**config.mk**
```make
export PLATFORM = sky130hd
export DESIGN_NAME = core_bus_arbiter
export DESIGN_NICKNAME = d
export VERILOG_FILES = /design/src/rtl/core_bus_arbiter_pkg.sv /design/src/rtl/core_bus_arbiter_picker.sv /design/src/rtl/core_bus_arbiter.sv
export SDC_FILE = /design/constraint.sdc
export NUM_CORES = 1
export LEC_CHECK = 0
export BUFFER_PORTS_ARGS = -buffer_cell sky130_fd_sc_hd__buf_4
export CORE_AREA = 2 2 155 157
export DETAILED_ROUTE_END_ITERATION = 10
export DIE_AREA = 0 0 157 159
export GPL_ROUTABILITY_DRIVEN = 0
export SLEW_MARGIN = 20
export SYNTH_ARGS = -nofsm -noshare
export SYNTH_HDL_FRONTEND = slang
export SYNTH_SLANG_ARGS = --single-unit
export TNS_END_PERCENT = 50
```
**constraint.sdc**
```tcl
create_clock -name clk_i -period 3.3 [get_ports clk_i]
set_clock_uncertainty 0.1 [all_clocks]
set_input_delay 0.165 -clock clk_i [delete_from_list [all_inputs] [get_ports clk_i]]
set_output_delay 0.165 -clock clk_i [all_outputs]
set_load 0.03 [all_outputs]
```
**src/rtl/core_bus_arbiter_pkg.sv**
```systemverilog
`default_nettype none
// ============================================================================
// Module : core_bus_arbiter_pkg
// Purpose: Shared definitions for the core bus arbiter. Holds the default bus
//          widths, the instruction opcode constants (including NOP) and the
//          arbiter state encoding.
// Ports  : none (package)
// Rev    : 1.0  initial release
// ============================================================================
package core_bus_arbiter_pkg;

  // Default core bus widths
  localparam int CORE_INSTR_W = 8;
  localparam int CORE_ADDR_W  = 24;
  localparam int CORE_DATA_W  = 32;

  // Instruction opcodes seen on the core bus
  localparam logic [CORE_INSTR_W-1:0] OP_NOP   = 8'h00;
  localparam logic [CORE_INSTR_W-1:0] OP_READ  = 8'h01;
  localparam logic [CORE_INSTR_W-1:0] OP_WRITE = 8'h02;

  // Arbiter state encoding
  localparam int ARB_ST_W = 2;
  localparam logic [ARB_ST_W-1:0] ST_IDLE  = 2'd0;
  localparam logic [ARB_ST_W-1:0] ST_ISSUE = 2'd1;
  localparam logic [ARB_ST_W-1:0] ST_WAIT  = 2'd2;
  localparam logic [ARB_ST_W-1:0] ST_DONE  = 2'd3;

  // Index width for a vector of n requesters (at least one bit)
  function automatic int idx_width(input int n);
    return (n > 1) ? $clog2(n) : 1;
  endfunction

endpackage
`default_nettype wire

```
**src/rtl/core_bus_arbiter_picker.sv**
```systemverilog
`default_nettype none
// ============================================================================
// Module : rr_priority_picker
// Purpose: Combinational round-robin picker. Returns the first set request
//          bit scanning last+1, last+2, ... modulo N.
// Ports  : req_i   [N]     request vector
//          last_i  [IDX_W] index granted most recently (lowest priority)
//          valid_o         at least one request is set
//          idx_o   [IDX_W] chosen requester index
// Rev    : 1.0  initial release
// ============================================================================
module rr_priority_picker #(
  parameter int N     = 4,
  parameter int IDX_W = 2
) (
  input  logic [N-1:0]     req_i,
  input  logic [IDX_W-1:0] last_i,
  output logic             valid_o,
  output logic [IDX_W-1:0] idx_o
);

  int               sum;
  logic [IDX_W-1:0] pos;

  // Scan from the farthest candidate to the nearest so the nearest set bit
  // after last_i is the one left in idx_o.
  always_comb begin
    valid_o = 1'b0;
    idx_o   = '0;
    sum     = 0;
    pos     = '0;
    for (int k = N; k >= 1; k--) begin
      sum = int'(last_i) + k;
      if (sum >= N) begin
        sum = sum - N;
      end
      pos = IDX_W'(sum);
      if (req_i[pos]) begin
        valid_o = 1'b1;
        idx_o   = pos;
      end
    end
  end

endmodule
`default_nettype wire

```
**src/rtl/core_bus_arbiter.sv**
```systemverilog
`default_nettype none
// ============================================================================
// Module : core_bus_arbiter
// Purpose: Round-robin arbiter sharing the internal core bus between NUM_REQ
//          requesters. One transaction in flight, fixed result latency, NOP
//          driven on the bus whenever idle.
// Ports  : clk_i, rst_i (async, active high)
//          req_i / req_instruction_i / req_address_i / req_value_i  requests
//          ack_o, rsp_result_o, grant_id_o, busy_o                  responses
//          instruction_o / address_o / value_o / result_i           core bus
// Rev    : 1.0  initial release
// ============================================================================
module core_bus_arbiter
  import core_bus_arbiter_pkg::*;
#(
  parameter int                 NUM_REQ        = 4,
  parameter int                 INSTR_W        = CORE_INSTR_W,
  parameter int                 ADDR_W         = CORE_ADDR_W,
  parameter int                 DATA_W         = CORE_DATA_W,
  parameter int                 RESULT_LATENCY = 2,
  parameter logic [INSTR_W-1:0] NOP_INSTR      = INSTR_W'(OP_NOP)
) (
  input  logic                        clk_i,
  input  logic                        rst_i,
  input  logic [NUM_REQ-1:0]          req_i,
  input  logic [NUM_REQ*INSTR_W-1:0]  req_instruction_i,
  input  logic [NUM_REQ*ADDR_W-1:0]   req_address_i,
  input  logic [NUM_REQ*DATA_W-1:0]   req_value_i,
  output logic [NUM_REQ-1:0]          ack_o,
  output logic [DATA_W-1:0]           rsp_result_o,
  output logic [idx_width(NUM_REQ)-1:0] grant_id_o,
  output logic                        busy_o,
  output logic [INSTR_W-1:0]          instruction_o,
  output logic [ADDR_W-1:0]           address_o,
  output logic [DATA_W-1:0]           value_o,
  input  logic [DATA_W-1:0]           result_i
);

  localparam int IDX_W = idx_width(NUM_REQ);
  localparam int CNT_W = $clog2(RESULT_LATENCY) + 1;

  logic [ARB_ST_W-1:0] state_q, state_d;
  logic [IDX_W-1:0]    last_q, last_d;
  logic [IDX_W-1:0]    grant_q, grant_d;
  logic [CNT_W-1:0]    cnt_q, cnt_d;
  logic                busy_q, busy_d;
  logic [NUM_REQ-1:0]  ack_q, ack_d;
  logic [DATA_W-1:0]   rsp_q, rsp_d;
  logic [INSTR_W-1:0]  instr_q, instr_d;
  logic [ADDR_W-1:0]   addr_q, addr_d;
  logic [DATA_W-1:0]   val_q, val_d;

  logic                w_pick_valid;
  logic [IDX_W-1:0]    w_pick_idx;
  logic [INSTR_W-1:0]  w_instr [NUM_REQ];
  logic [ADDR_W-1:0]   w_addr  [NUM_REQ];
  logic [DATA_W-1:0]   w_val   [NUM_REQ];

  for (genvar k = 0; k < NUM_REQ; k++) begin : g_unpack
    assign w_instr[k] = req_instruction_i[k*INSTR_W +: INSTR_W];
    assign w_addr[k]  = req_address_i[k*ADDR_W +: ADDR_W];
    assign w_val[k]   = req_value_i[k*DATA_W +: DATA_W];
  end

  rr_priority_picker #(
    .N     (NUM_REQ),
    .IDX_W (IDX_W)
  ) u_picker (
    .req_i   (req_i),
    .last_i  (last_q),
    .valid_o (w_pick_valid),
    .idx_o   (w_pick_idx)
  );

  // State and datapath registers
  always_ff @(posedge clk_i or posedge rst_i) begin
    if (rst_i) begin
      state_q <= ST_IDLE;
      last_q  <= IDX_W'(NUM_REQ - 1);
      grant_q <= '0;
      cnt_q   <= '0;
      busy_q  <= 1'b0;
      ack_q   <= '0;
      rsp_q   <= '0;
      instr_q <= NOP_INSTR;
      addr_q  <= '0;
      val_q   <= '0;
    end else begin
      state_q <= state_d;
      last_q  <= last_d;
      grant_q <= grant_d;
      cnt_q   <= cnt_d;
      busy_q  <= busy_d;
      ack_q   <= ack_d;
      rsp_q   <= rsp_d;
      instr_q <= instr_d;
      addr_q  <= addr_d;
      val_q   <= val_d;
    end
  end

  // Next-state logic
  always_comb begin
    state_d = state_q;
    case (state_q)
      ST_IDLE:  if (w_pick_valid) state_d = ST_ISSUE;
      ST_ISSUE: state_d = ST_WAIT;
      ST_WAIT:  if (cnt_q == '0) state_d = ST_DONE;
      ST_DONE:  state_d = ST_IDLE;
      default:  state_d = ST_IDLE;
    endcase
  end

  // Registered-output next values. ack is a single-cycle pulse, so it
  // defaults to zero; everything else holds unless the state updates it.
  always_comb begin
    last_d  = last_q;
    grant_d = grant_q;
    cnt_d   = cnt_q;
    busy_d  = busy_q;
    ack_d   = '0;
    rsp_d   = rsp_q;
    instr_d = instr_q;
    addr_d  = addr_q;
    val_d   = val_q;
    case (state_q)
      ST_IDLE: begin
        if (w_pick_valid) begin
          grant_d = w_pick_idx;
          instr_d = w_instr[w_pick_idx];
          addr_d  = w_addr[w_pick_idx];
          val_d   = w_val[w_pick_idx];
          busy_d  = 1'b1;
        end
      end
      ST_ISSUE: begin
        cnt_d = CNT_W'(RESULT_LATENCY - 1);
      end
      ST_WAIT: begin
        if (cnt_q == '0) begin
          rsp_d = result_i;
        end else begin
          cnt_d = cnt_q - 1'b1;
        end
      end
      ST_DONE: begin
        ack_d[grant_q] = 1'b1;
        last_d  = grant_q;
        instr_d = NOP_INSTR;
        addr_d  = '0;
        val_d   = '0;
        busy_d  = 1'b0;
      end
      default: ;
    endcase
  end

  assign ack_o         = ack_q;
  assign rsp_result_o  = rsp_q;
  assign grant_id_o    = grant_q;
  assign busy_o        = busy_q;
  assign instruction_o = instr_q;
  assign address_o     = addr_q;
  assign value_o       = val_q;

endmodule
`default_nettype wire

```
Word level (Yosys, flattened, before mapping):

Cells that the tools add are included.

* add/subtract/negate cells: 9
* order comparisons: 11
* equal/unequal tests: 6
* multiplexer cells: 45
* bitwise gates (word level): 1
* reduce and logical (&&, ||, !) cells: 10

Operators with widths (count)
* 32-bit two-way mux: 3
* 24-bit two-way mux: 3
* 32-bit binary-select mux with 2-bit select: 1
* 32-bit case mux with 2 select lines: 1
* 24-bit binary-select mux with 2-bit select: 1
* 24-bit case mux with 2 select lines: 1
* 8-bit two-way mux: 3
* 2-bit two-way mux: 11
* 8-bit binary-select mux with 2-bit select: 1
* 8-bit case mux with 2 select lines: 1
* 2-bit by 3-bit < comparator with 1-bit output, second input constant: 5
* 3-bit greater-or-equal comparator, second input constant: 4
* 1-bit two-way mux: 10
* 2-bit AND reduction: 5
* 2-bit by 1-bit subtractor with 2-bit output, second input constant: 5
* 1-bit binary-select mux with 2-bit select: 4
* 2-bit case mux with 4 select lines: 1
* 2-bit by 2-bit adder with 3-bit output, second input constant: 2
* 2-bit by 3-bit adder with 4-bit output, second input constant: 1
* 2-bit == test, second input constant: 2
* 4-bit by 3-bit greater-or-equal comparator with 1-bit output, second input constant: 1
* 2-bit zero test: 2
* 4-bit two-way mux: 1
* 2-bit inequality test, second input constant: 2
* 10 further kinds: 11

* register bits: 109
* input port bits: 294

Depth between registers and ports, before layout:

Gate-level depths: netlist (run 1).

* depth after elaboration: 15
* depth in mapped cells: 8
* mapped depth without buffers: 6

By module:

Synthesis (run 1) repeated with hierarchy kept, for this count alone.

* cells, all modules: 488
* area, all modules: 5856.9 µm²

Modules (own cells, without submodules)
* core_bus_arbiter: times used 1, cells each 474, area each 5765.5 µm²
* rr_priority_picker: times used 1, cells each 14, area each 91.3 µm²

Least setup slack after synthesis (run 1):

No wires, ideal clock.

* kind: reg2reg
* start point: reg last_q[1]
* end point: reg addr_q[19] (netlist: address_o[19])
* setup time: 142 ps
* arrival: 1588 ps
* required time: 3058 ps
* slack: 1469 ps
* cell stages (with the launch flop): 8
* path through: dfstp_2 nand2b_1 a21oi_2 o221ai_4 buf_12 buf_12 mux2i_1 o221ai_1

* cells in the longest elaborated chain, start to end: 15
* elaborated cells between the ends (all ways): 40
* classes of those cells: add/sub: 8; order compare: 4; eq/ne: 1; mux: 25; bitwise: 1; reduce/logical: 1

RTL lines
* start: declaration: line core_bus_arbiter.sv:43 `logic [IDX_W-1:0] last_q, last_d;`
* start signal: assignment: line core_bus_arbiter.sv:79 `last_q <= IDX_W'(NUM_REQ - 1);`
* start signal: assignment: line core_bus_arbiter.sv:90 `last_q <= last_d;`
* 2-bit by 3-bit adder with 4-bit output: line core_bus_arbiter_picker.sv:33 `sum = int'(last_i) + k;`
* 4-bit by 3-bit greater-or-equal comparator with 1-bit output or 2-bit by 1-bit subtractor with 2-bit output (tied branches): line core_bus_arbiter_picker.sv:34, core_bus_arbiter_picker.sv:35
* 2-bit two-way mux: line core_bus_arbiter_picker.sv:34 `if (sum >= N) begin`
* 1-bit binary-select mux with 2-bit select: line core_bus_arbiter_picker.sv:38 `if (req_i[pos]) begin`
* 1-bit two-way mux (not written as such): line core_bus_arbiter_picker.sv:38
* 2-bit two-way mux (4 in series): line core_bus_arbiter_picker.sv:38
* 2-bit inverter with 3-bit output (not written as such): line core_bus_arbiter.sv:131 `addr_d = w_addr[w_pick_idx];`
* 24-bit binary-select mux with 2-bit select: line core_bus_arbiter.sv:131
* 24-bit two-way mux (not written as such) (2 in series): line core_bus_arbiter.sv:131
* 24-bit two-way mux: line core_bus_arbiter.sv:128 `if (w_pick_valid) begin`
* 24-bit case mux with 2 select lines: line core_bus_arbiter.sv:126 `case (state_q)`
* end signal: assignment: line core_bus_arbiter.sv:97 `addr_q <= addr_d;`
* end: declaration: line core_bus_arbiter.sv:50 `logic [ADDR_W-1:0] addr_q, addr_d;`

Several ways; a longest one is shown, not always the timed one. The select of a mux whose other input is x is not followed.
A chain may end at the register's enable or synchronous reset.

Final worst setup path (run 1):

* start point: reg state_q[0]
* end point: reg addr_q[20] (netlist: address_o[20])

* cells in the longest elaborated chain, start to end: 3
* elaborated cells between the ends (all ways): 6
* classes of those cells: eq/ne: 2; mux: 1; reduce/logical: 3

RTL lines
* start: declaration: line core_bus_arbiter.sv:42 `logic [ARB_ST_W-1:0] state_q, state_d;`
* start signal: assignment: line core_bus_arbiter.sv:89 `state_q <= state_d;`
* 2-bit zero test or 2-bit == test (tied branches): line core_bus_arbiter.sv:126
* 2-bit by 1-bit inequality test with 1-bit output (no line) or 2-bit nonzero test (tied branches)
* 2-bit AND reduction (no line)

Several ways; a longest one is shown, not always the timed one.

==> results.txt, run 1 <==
----------------------------------------------------
[Outcome]
  Run status ... completed

[Worst setup path]
  Worst reg2reg setup slack ... 0.85 ns
  Endpoint required time on the critical path ... 3.46 ns
  Maximum fanout along the worst path ... 35
  R2R depth ... 7
  Worst Setup Start Kind ... register
  Worst setup path start ... state_q[0]
  Worst setup path category ... register to register
  Signal arrival time at the worst endpoint ... 2.61 ns
  Capture point of the worst path ... address_o[20]
  Element type at the critical path end ... register
  Reg-to-reg startpoint ... state_q[0]
  End of the worst register-to-register path ... address_o[20]

[Final layout]
  Final cell count without fillers ... 1,227
  Post-synthesis to final-layout area growth ... 64.7%
  Fraction of layout instances using a drive strength above 1 ... 0.481
  Number of antenna cells inserted ... 0
  Core Util, Final ... 0.421
  Nets@finish ... 1,203

[Floorplanning]
  Die Y ... 159 microns
  Cell Rows ... 56
  I/O Pins ... 397
  Std-Cell Core Area ... 23,200 sq um
  Initial core utilization ... 0.255
  Area of the die ... 25,000 sq um
  Die Span X ... 157 microns

[Synthesis]
  Number of instances in the synthesized netlist ... 487
  Synthesized Nets ... 787
  Mapped cell area ... 5920 sq um
  Register area share after synthesis ... 0.461
  Post-synthesis area per instance ... 12.2 sq um
  Biggest area consumer among synthesized cells ... sky130_fd_sc_hd__dfrtp_1
  Ys Warns ... 0
  Yosys top cell area share ... 0.452
  Unique cell type count in the Yosys netlist ... 34
  Top post-synthesis cells by area ... sky130_fd_sc_hd__dfrtp_1, sky130_fd_sc_hd__mux2i_1, sky130_fd_sc_hd__o221ai_1
  Number of synthesized register bits ... 109

[Timing]
  Final hold violation count ... 0
  Worst max-slew margin expressed relative to the limit ... 0.493
  Total of endpoints with negative setup slack in the final report ... 0
  Post-route minimum period ... 2.45 ns
  Unrepaired setup endpoints after global routing ... no
  Pins Over Slew Limit ... 0
  Sum of negative setup slack ... 0 ns
  Post-Route Hold Slack ... 0.0244 ns
  Fin crit share ... 0.742
  Least-Margin Pin Slew ... 0.761 ns
  Achievable clock frequency ... 0.408 GHz

[Global route]
  All-Layer GR Usage ... 0.168
  Largest net degree at the start of global routing ... 55
  Vias in the first global route ... 5,747
  First-pass GRT wire length ... 32.4 mm
  Total congestion overflow ... 0
  Antenna violations before repair ... 0

[Placement]
  Buffers on Ports ... 396
  Number of placed instances, taps included ... 1,178
  Placed wire-length estimate after detailed placement ... 16.7 mm

[Clock network]
  Total CTS buffers ... 9
  Clk sink count ... 109
  CTS resizes ... 0
  Clock latency at the later pin of the worst-skew pair ... 0.35 ns
  CTS max path bufs ... 2
  Number of buffers inserted to repair setup after CTS ... 0
  Clock transition at the register clock pins on the worst setup and hold paths after CTS ... 0.08 ns
  Master cell of the clock root buffer ... sky130_fd_sc_hd__clkbuf_16
  Count of H-tree levels built during CTS ... 3
  CTS Hold Bufs ... 33
  CTS tree ... yes

[Route]
  Vias per inst ... 4.49
  Post-route DRC violation count ... 0
  First-pass iteration count of the detailed router ... 5
  Drt first-iter violations ... 278
  Detailed Route WL ... 21.7 mm
  Routed len/inst ... 17.7 microns
  Detail Route Antenna Nets ... 0
  DR vias ... 5,515

[Worst hold path]
  Worst hold stages ... 3
  Class of the tightest hold or removal check ... input pin to register

[Power and ir drop]
  Power density relative to cell area ... 829 nW/um^2
  Static leakage ... 5.05 nW
  Total design power ... 8.08 mW
  Maximum vdd drop ... 0.000422 V

[Flow run]
  MaxCap Viol Count ... 0

----------------------------------------------------
## cell type report
type | count | area [sq um]
inverters | 6 | 25.0
clock buffers | 10 | 239
repair buffers | 442 | 3460
multi-input cells | 335 | 2820
clock inverters | 6 | 72.6
flip-flops and latches | 109 | 2730
well taps | 319 | 399
fillers | 2199 | 13400
## worst max-delay path, stage by stage (launching register included)
cell	delay, ns
sky130_fd_sc_hd__dfrtp_1	0.43
sky130_fd_sc_hd__inv_1	0.12
sky130_fd_sc_hd__ha_1	0.29
sky130_fd_sc_hd__nor3b_2	0.32
sky130_fd_sc_hd__nand2b_2	0.40
sky130_fd_sc_hd__buf_12	0.32
sky130_fd_sc_hd__buf_4	0.18
sky130_fd_sc_hd__o221ai_1	0.19
## cells by family after synthesis
logic type / share of synthesized area
flip-flops: 0.461
multiplexers: 0.288
AO/OA/AOI/OAI: 0.111
adder cells (fa/ha/maj): 0.0127
buffers and inverters: 0.0651
AND/OR/NAND/NOR: 0.0625
## synth_stat cells
library cell / count
sky130_fd_sc_hd__clkbuf_4: 1
sky130_fd_sc_hd__buf_8: 1
sky130_fd_sc_hd__o21ai_0: 1
sky130_fd_sc_hd__buf_12: 11
sky130_fd_sc_hd__a21o_1: 1
sky130_fd_sc_hd__buf_2: 15
sky130_fd_sc_hd__nand2b_1: 5
sky130_fd_sc_hd__nor4_2: 1
sky130_fd_sc_hd__buf_6: 1
sky130_fd_sc_hd__and3b_1: 1
sky130_fd_sc_hd__a31oi_1: 1
sky130_fd_sc_hd__o221ai_1: 64
sky130_fd_sc_hd__a21oi_2: 1
sky130_fd_sc_hd__clkbuf_1: 4
sky130_fd_sc_hd__buf_1: 3
sky130_fd_sc_hd__nand2_1: 70
sky130_fd_sc_hd__dfstp_2: 2
sky130_fd_sc_hd__o21ai_1: 3
sky130_fd_sc_hd__nor2_1: 4
sky130_fd_sc_hd__nor2b_1: 1
sky130_fd_sc_hd__dfrtp_1: 107
sky130_fd_sc_hd__buf_4: 1
sky130_fd_sc_hd__o31ai_1: 1
sky130_fd_sc_hd__and2b_1: 1
sky130_fd_sc_hd__inv_1: 6
sky130_fd_sc_hd__mux2i_1: 131
sky130_fd_sc_hd__mux2_1: 33
sky130_fd_sc_hd__ha_1: 6
sky130_fd_sc_hd__mux2_2: 2
sky130_fd_sc_hd__nor3b_1: 1
sky130_fd_sc_hd__nor3b_2: 1
sky130_fd_sc_hd__a21oi_1: 4
sky130_fd_sc_hd__o221ai_4: 1
sky130_fd_sc_hd__and3_1: 1
## state kept, by name (all words and copies together) (netlist names)
name / cells
cnt_q: 2
grant_id_o: 2
address_o: 24
busy_o: 1
instruction_o: 8
last_q: 2
value_o: 32
state_q: 2
rsp_result_o: 32
ack_o: 4
## how the worst min path moves through the flow
stage | startpoint | end | slack [ns]
after detailed placement | rst_i | rsp_result_o[24] | 0.25
after global routing | req_value_i[105] | value_o[9] | 0.02
after CTS | req_address_i[48] | address_o[0] | 0.009
final | req_address_i[54] | address_o[6] | 0.02
after global placement | rst_i | rsp_result_o[24] | 0.24
after floorplan | result_i[31] | rsp_result_o[31] | 0.20
## where the power goes
group / total, mW / switching, mW / internal (mW)
logic: 4.68 / 2.72 / 1.96
clock network: 1.15 / 0.582 / 0.565
registers: 2.26 / 0.332 / 1.92
total: 8.08 / 3.63 / 4.45
## layout by cell type, fill, tap and decap left out, types with 2 or more instances in the layout
cell type / instances
sky130_fd_sc_hd__a21oi_1: 4
sky130_fd_sc_hd__buf_12: 5
sky130_fd_sc_hd__buf_4: 404
sky130_fd_sc_hd__clkbuf_16: 9
sky130_fd_sc_hd__clkinv_8: 2
sky130_fd_sc_hd__dfrtp_1: 107
sky130_fd_sc_hd__dfstp_2: 2
sky130_fd_sc_hd__dlygate4sd3_1: 33
sky130_fd_sc_hd__ha_1: 6
sky130_fd_sc_hd__inv_1: 5
sky130_fd_sc_hd__inv_6: 2
sky130_fd_sc_hd__inv_8: 2
sky130_fd_sc_hd__mux2_1: 33
sky130_fd_sc_hd__mux2_2: 2
sky130_fd_sc_hd__mux2i_1: 131
sky130_fd_sc_hd__nand2_1: 69
sky130_fd_sc_hd__nand2b_1: 4
sky130_fd_sc_hd__nor2_1: 4
sky130_fd_sc_hd__o21ai_1: 2
sky130_fd_sc_hd__o221ai_1: 64
## stage by stage
step	worst slack, ns	cell area, sq um
6_report	0.850	9750
3_3_place_gp	0.911	9110
2_1_floorplan	0.164	5920
5_1_grt	0.703	9750
3_5_place_dp	0.835	9110
4_1_cts	0.827	9750
## metal layers
layer / wire length (microns) / track usage / vias up / part of all wire
met4: 463 / 0.0517 / 0 / 0.021
li1: - / - / 2656 / -
met1: 8800 / 0.202 / 2613 / 0.41
met2: 11000 / 0.299 / 221 / 0.51
met3: 1410 / 0.0359 / 25 / 0.065
met5: 0 / 0 / - / 0
Note: power is estimated with default switching activity, not from simulation.
==> run 2, diff against run 1 <==
- clock period: 3.3 -> 2 ns (I/O delays scaled with it)
==> run 2 against run 1 <==
Net effect:
- the flow now stops in clock tree synthesis (4_1_cts)
- area after synthesis unchanged
- synthesized cell count unchanged
==> results.txt, run 2 <==
----------------------------------------------------
[Synthesis]
  Number of enable-type register cells in the synthesized netlist ... 0
  Register area share after synthesis ... 0.461
  Most frequently used flop master after synthesis ... sky130_fd_sc_hd__dfrtp_1
  Mapped cell area ... 5920 sq um
  Yosys top cell area share ... 0.452
  Post-synthesis area per instance ... 12.2 sq um
  Biggest area consumer among synthesized cells ... sky130_fd_sc_hd__dfrtp_1
  Number of instances in the synthesized netlist ... 487
  Commonest cells in the netlist ... sky130_fd_sc_hd__mux2i_1, sky130_fd_sc_hd__dfrtp_1, sky130_fd_sc_hd__nand2_1
  Synthesized Nets ... 787
  Dominant cell by count in the synthesized netlist ... sky130_fd_sc_hd__mux2i_1
  Number of synthesized register bits ... 109
  Proportion of synthesized flip-flops having asynchronous set or reset ... 1.00
  Ys Warns ... 0
  Top post-synthesis cells by area ... sky130_fd_sc_hd__dfrtp_1, sky130_fd_sc_hd__mux2i_1, sky130_fd_sc_hd__o221ai_1
  Unique cell type count in the Yosys netlist ... 34

[Outcome]
  First Error ... [ERROR RSZ-0060] Max buffer count reached.
  Run status ... did not finish
  Failing step ... clock tree synthesis (4_1_cts)

[Clock network]
  CTS max path bufs ... 2
  CTS Hold Bufs ... 245
  Total CTS buffers ... 9
  Clk sink count ... 109
  Count of H-tree levels built during CTS ... 3
  CTS resizes ... 8
  Number of buffers inserted to repair setup after CTS ... 0
  Master cell of the clock root buffer ... sky130_fd_sc_hd__clkbuf_16

[Placement]
  Placed wire-length estimate after detailed placement ... 16.6 mm
  Buffers on Ports ... 396

[Floorplanning]
  Initial core utilization ... 0.255
  Cell Rows ... 56
  Die Y ... 159 microns
  Die Span X ... 157 microns
  I/O Pins ... 397

----------------------------------------------------
-- run 2: cell counts after synthesis --
Identical to the previous run, type by type.
-- run 2: logic make-up after synthesis --
| kind of cell | share of synthesized area |
|---|---|
| AOI/OAI and AO/OA | 0.111 |
| adders and majority gates | 0.0127 |
| buffers and inverters | 0.0651 |
| DFF | 0.461 |
| muxes | 0.288 |
| and+or+nand+nor | 0.0625 |
-- run 2: stage by stage --
stage	hold WS [ns]	setup slack, ns	instance area [sq um]	setup TNS [ns]	cells
floorplan	0.132	0.169	5930	0	487
global placement	0.153	-0.0337	9370	-0.0538	1205
detailed placement	0.159	-0.0658	9370	-0.180	1205
==> run 3, diff against run 2 <==
- CORE_AREA: 2 2 155 157 -> unset
- CORE_MARGIN: unset -> 2
- CORE_UTILIZATION: unset -> 20
- DIE_AREA: 0 0 157 159 -> unset
- PLACE_DENSITY_LB_ADDON: unset -> 0.15
- clock period: 2 -> 2.6 ns (I/O delays scaled with it)
==> run 3 against run 2 <==
Net effect:
- the flow now finishes without violations
==> results.txt, run 3 (same netlist as run 1, synthesis figures left out) <==
----------------------------------------------------
[Worst setup path]
  Crit-path max cell delay ... 0.59 ns
  Chain of cells forming the critical path ... nand2b_1 > a21oi_2 > o221ai_4 > buf_12 > buf_12 > mux2i_1 > dlygate4sd3_1 > o221ai_1
  Endpoint required time on the critical path ... 2.74 ns
  Element type at the critical path end ... register
  Maximum fanout along the worst path ... 15
  Dominant cell type by count on the critical path ... sky130_fd_sc_hd__buf_12
  Worst setup path category ... register to register
  Slowest CP cell ... sky130_fd_sc_hd__dfstp_2
  Signal arrival time at the worst endpoint ... 2.57 ns
  Worst Setup Start Kind ... register

[Timing]
  Post-route minimum period ... 2.44 ns
  Sum of negative setup slack ... 0 ns
  Worst max-slew margin expressed relative to the limit ... 0.624
  Pins Over Slew Limit ... 0
  Achievable clock frequency ... 0.411 GHz
  Total of endpoints with negative setup slack in the final report ... 0
  Final hold violation count ... 0
  Fin crit share ... 0.937
  Least-Margin Pin Slew ... 0.565 ns
  Fin worst setup slack ... 0.165 ns

[Worst hold path]
  Class of the tightest hold or removal check ... input pin to register

[Clock network]
  CTS max path bufs ... 2
  CTS tree ... yes
  Master cell of the clock root buffer ... sky130_fd_sc_hd__clkbuf_16
  Clk sink count ... 109
  Clock latency at the later pin of the worst-skew pair ... 0.37 ns
  Count of H-tree levels built during CTS ... 3
  Clock transition at the register clock pins on the worst setup and hold paths after CTS ... 0.10 ns
  Total CTS buffers ... 9

[Route]
  Vias per inst ... 4.26
  Detailed Route WL ... 24.5 mm
  Detail Route Antenna Nets ... 0
  Routed len/inst ... 16.5 microns
  First-pass iteration count of the detailed router ... 4
  Post-route DRC violation count ... 0
  DR vias ... 6,325
  Drt first-iter violations ... 194

[Final layout]
  Number of antenna cells inserted ... 0
  Most used cells in the layout excluding fill and tap cells ... sky130_fd_sc_hd__buf_4, sky130_fd_sc_hd__dlygate4sd3_1, sky130_fd_sc_hd__mux2i_1
  Most common library cell in the layout ignoring fill and taps ... sky130_fd_sc_hd__buf_4
  Nets@finish ... 1,389
  Finished Cell Area ... 11,700 sq um
  Fraction of layout instances using a drive strength above 1 ... 0.404
  Post-synthesis to final-layout area growth ... 97.9%

[Placement]
  Minimum setup slack after placement ... 0.410 ns
  Buffers on Ports ... 396
  Area of placed instances ... 9230 sq um
  Placed wire-length estimate after detailed placement ... 16.4 mm

[Floorplanning]
  Initial core utilization ... 0.201
  Std-Cell Core Area ... 29,400 sq um
  Cell Rows ... 63
  Die Y ... 176 microns
  I/O Pins ... 397
  Area of the die ... 31,000 sq um
  Die Span X ... 176 microns

[Global route]
  Antenna violations before repair ... 0
  Largest net degree at the start of global routing ... 71
  First-pass GRT wire length ... 37.3 mm
  Vias in the first global route ... 6,857
  Total congestion overflow ... 0
  All-Layer GR Usage ... 0.154

[Power and ir drop]
  Power density relative to cell area ... 915 nW/um^2
  Static leakage ... 5.83 nW
  Maximum vdd drop ... 0.000496 V

[Outcome]
  Run status ... completed

[Flow run]
  MaxCap Viol Count ... 0

----------------------------------------------------
## run 3: final cells by class
| class | count | area (sq um) |
|---|---|---|
| tap | 390 | 488 |
| clock buffer | 9 | 225 |
| fill | 2861 | 17700 |
| clock inverter | 7 | 82.6 |
| inverter | 6 | 26.3 |
| timing repair buffer | 628 | 5340 |
| sequential | 109 | 2730 |
| multi-input combinational | 335 | 2830 |
## run 3: where the power goes
part / internal (mW) / total [mW] / leakage, nW / switching [mW]
registers: 2.44 / 2.85 / 1.36 / 0.405
clock network: 0.701 / 1.50 / 0.153 / 0.795
logic: 2.77 / 6.38 / 4.31 / 3.61
## run 3: worst paths after layout
| path | startpoint | endpoint | slack, ns | cells past startpoint |
|---|---|---|---|---|
| worst max-delay path | last_q[1] | value_o[10] | 0.16 | 8 |
| worst min-delay path | req_address_i[82] | address_o[10] | 0.007 | 3 |
| worst max register to register | last_q[1] | value_o[10] | 0.16 | 8 |
| worst min register to register | busy_o | busy_o | 0.39 | 1 |
| max in group asynchronous | rst_i | last_q[1] | 1.64 | 4 |
| min in group asynchronous | rst_i | rsp_result_o[23] | 0.12 | 3 |
## run 3: stage by stage
stage	util	total power [mW]	hold WS [ns]	instances
global placement	0.314	8.96	-0.0497	1251
CTS	0.398	10.8	0.0000782	1482
global route	0.399	11.4	0.00399	1484
finish	0.399	10.7	0.00741	1484
detailed placement	0.314	8.98	-0.0543	1251
floorplan	-	6.92	0.162	487
## run 3: repair_timing
| action | 4_1_cts | 5_1_grt |
|---|---|---|
| hold buffers | 215 | 0 |
| endpoints found under the hold margin | 197 | 0 |
| gates resized for setup | 0 | 1 |
| buffers inserted | 0 | 2 |
| setup endpoints to repair | 0 | 4 |
## run 3: metal layers
layer | up-vias | global-route usage | wire, microns
met5 | - | 0 | 0
met4 | 0 | 0.0568 | 697
met2 | 240 | 0.285 | 12900
li1 | 3030 | - | -
met1 | 3019 | 0.172 | 9550
met3 | 36 | 0.0334 | 1390
## run 3: worst max-delay path: cells and delay by family (launching register included)
family                 cells  cell delay [ns]
muxes                      1             0.19
DFF                        1             0.59
buffers and inverters      3             0.86
and+or+nand+nor            1             0.13
AOI/OAI and AO/OA          3             0.41
==> run 4, diff against run 3 <==
- clock period: 2.6 -> 2.3 ns (I/O delays scaled with it)
==> run 4 against run 3 <==
Net effect:
- first-iteration DRC count down 7.2%
- cell area up 3.4%
- hold slack worse by 0.00057 ns
- die area unchanged
- critical path depth down 1
- core utilization up 1.3 points
- clock-buffer cell count up 1
- sequential power up 13%
- clock power up 9%
- combinational power up 15%
- power up 14%
- setup slack worse by 0.037 ns
- critical endpoint is now value_o[22]
==> results.txt, run 4 (same netlist as run 1, synthesis figures left out) <==
----------------------------------------------------
[Outcome]
  Run status ... completed

[Worst setup path]
  Crit-path max cell delay ... 0.58 ns
  Reg-to-reg startpoint ... last_q[1]
  Chain of cells forming the critical path ... nand2b_1 > a21oi_2 > o221ai_4 > buf_12 > buf_12 > mux2i_1 > o221ai_1
  Element type at the critical path end ... register
  Maximum fanout along the worst path ... 34
  Worst setup path category ... register to register
  Signal arrival time at the worst endpoint ... 2.28 ns
  Dominant cell type by count on the critical path ... sky130_fd_sc_hd__buf_12
  Worst setup path start ... last_q[1]
  Slowest CP cell ... sky130_fd_sc_hd__dfstp_2
  Worst Setup Start Kind ... register
  Endpoint required time on the critical path ... 2.41 ns
  Kind of cell adding the most delay to the critical path ... flip-flops
  Total buffers and inverters traversed by the critical path ... 2

[Global route]
  Largest net degree at the start of global routing ... 49
  Global route hottest layer ... met2
  Antenna violations before repair ... 0
  Vias in the first global route ... 7,172
  Met1 Track Usage GR ... 0.175
  First-pass GRT wire length ... 38.0 mm
  Met2 track demand over resource in global routing ... 0.285
  All-Layer GR Usage ... 0.155
  Total congestion overflow ... 0
  GR met3 Demand/Resource ... 0.0295

[Worst hold path]
  Class of the tightest hold or removal check ... input pin to register
  Hold path startpoint ... req_value_i[5]

[Clock network]
  Master cell of the clock root buffer ... sky130_fd_sc_hd__clkbuf_16
  Clock latency at the later pin of the worst-skew pair ... 0.36 ns
  Total CTS buffers ... 9
  CTS tree ... yes
  Clk sink count ... 109
  Count of H-tree levels built during CTS ... 3
  Clock transition at the register clock pins on the worst setup and hold paths after CTS ... 0.08 ns
  CTS max path bufs ... 2

[Route]
  Detailed Route WL ... 24.9 mm
  Post-route DRC violation count ... 0
  Detail Route Antenna Nets ... 0
  DR vias ... 6,526
  Routed len/inst ... 16.4 microns
  Drt first-iter violations ... 180
  First-pass iteration count of the detailed router ... 5
  Vias per inst ... 4.29

[Timing]
  Worst max-slew margin expressed relative to the limit ... 0.635
  Least-Margin Pin Slew ... 0.547 ns
  Sum of negative setup slack ... 0 ns
  Achievable clock frequency ... 0.460 GHz
  Final hold violation count ... 0
  Unrepaired setup endpoints after global routing ... no
  Total of endpoints with negative setup slack in the final report ... 0
  Fin crit share ... 0.944
  Fin worst setup slack ... 0.128 ns
  Post-route minimum period ... 2.17 ns
  Pins Over Slew Limit ... 0

[Floorplanning]
  Cell Rows ... 63
  Initial core utilization ... 0.201
  Area of the die ... 31,000 sq um
  I/O Pins ... 397
  Die Y ... 176 microns
  Std-Cell Core Area ... 29,400 sq um
  Die Span X ... 176 microns

[Placement]
  Buffers on Ports ... 396
  Placed wire-length estimate after detailed placement ... 17.0 mm
  Minimum setup slack after placement ... 0.152 ns

[Final layout]
  Number of antenna cells inserted ... 0
  Post-synthesis to final-layout area growth ... 105%
  Most common library cell in the layout ignoring fill and taps ... sky130_fd_sc_hd__buf_4
  Fraction of layout instances using a drive strength above 1 ... 0.395
  Nets@finish ... 1,425
  Most used cells in the layout excluding fill and tap cells ... sky130_fd_sc_hd__buf_4, sky130_fd_sc_hd__dlygate4sd3_1, sky130_fd_sc_hd__mux2i_1

[Power and ir drop]
  Power density relative to cell area ... 1010 nW/um^2
  Maximum vdd drop ... 0.000827 V
  Static leakage ... 5.99 nW

[Flow run]
  MaxCap Viol Count ... 0

----------------------------------------------------
-- run 4: through the flow --
| stage | total power [mW] | std cells | util | cell area, sq um | hold slack (ns) |
|---|---|---|---|---|---|
| after floorplan | 7.82 | 487 | - | 5930 | 0.147 |
| after global placement | 10.3 | 1256 | 0.317 | 9320 | 0.100 |
| after detailed placement | 10.3 | 1256 | 0.317 | 9320 | 0.100 |
| after CTS | 12.4 | 1520 | 0.412 | 12100 | 0.000303 |
| after global routing | 13.0 | 1520 | 0.412 | 12100 | 0.0136 |
| final | 12.2 | 1520 | 0.412 | 12100 | 0.00684 |
-- run 4: path summary, 6_finish.rpt --
path | endpoint | slack, ns | cells after the start
setup reg to reg | value_o[22] | 0.13 | 7
hold reg to reg | busy_o | 0.39 | 1
min in group asynchronous | rsp_result_o[18] | 0.26 | 3
hold / removal | value_o[5] | 0.007 | 3
setup / recovery | value_o[22] | 0.13 | 7
max in group asynchronous | last_q[1] | 1.15 | 4
-- run 4: worst reg2reg max path, stage by stage, from the launching register on --
cell                       delay, ns
sky130_fd_sc_hd__dfstp_2        0.58
sky130_fd_sc_hd__nand2b_1       0.13
sky130_fd_sc_hd__a21oi_2        0.07
sky130_fd_sc_hd__o221ai_4       0.24
sky130_fd_sc_hd__buf_12         0.28
sky130_fd_sc_hd__buf_12         0.25
sky130_fd_sc_hd__mux2i_1        0.25
sky130_fd_sc_hd__o221ai_1       0.13
-- run 4: cell type report --
type	instances	area, sq um
sequential	109	2730
tap	390	488
clock inverter	6	62.6
timing repair buffer	664	5740
inverter	6	26.3
multi-input combinational	335	2830
clock buffer	10	239
fill	2803	17300
-- run 4: repair_timing --
item / CTS / global route
gates resized for setup: 0 / 3
endpoints found under the hold margin: 112 / 0
setup buffers: 0 / 0
hold buffers: 248 / 0
setup endpoints to repair: 0 / 2
-- run 4: power by group --
part / leakage, nW / switching, mW / internal [mW]
clock network: 0.148 / 0.833 / 0.797
registers: 1.36 / 0.463 / 2.76
logic: 4.48 / 4.12 / 3.22
total: 5.99 / 5.42 / 6.78
-- run 4: layer usage --
metal | vias to the layer above | part of all wire
met2 | 248 | 0.52
met1 | 3133 | 0.39
met5 | - | 0
li1 | 3102 | -
met3 | 43 | 0.055
met4 | 0 | 0.030
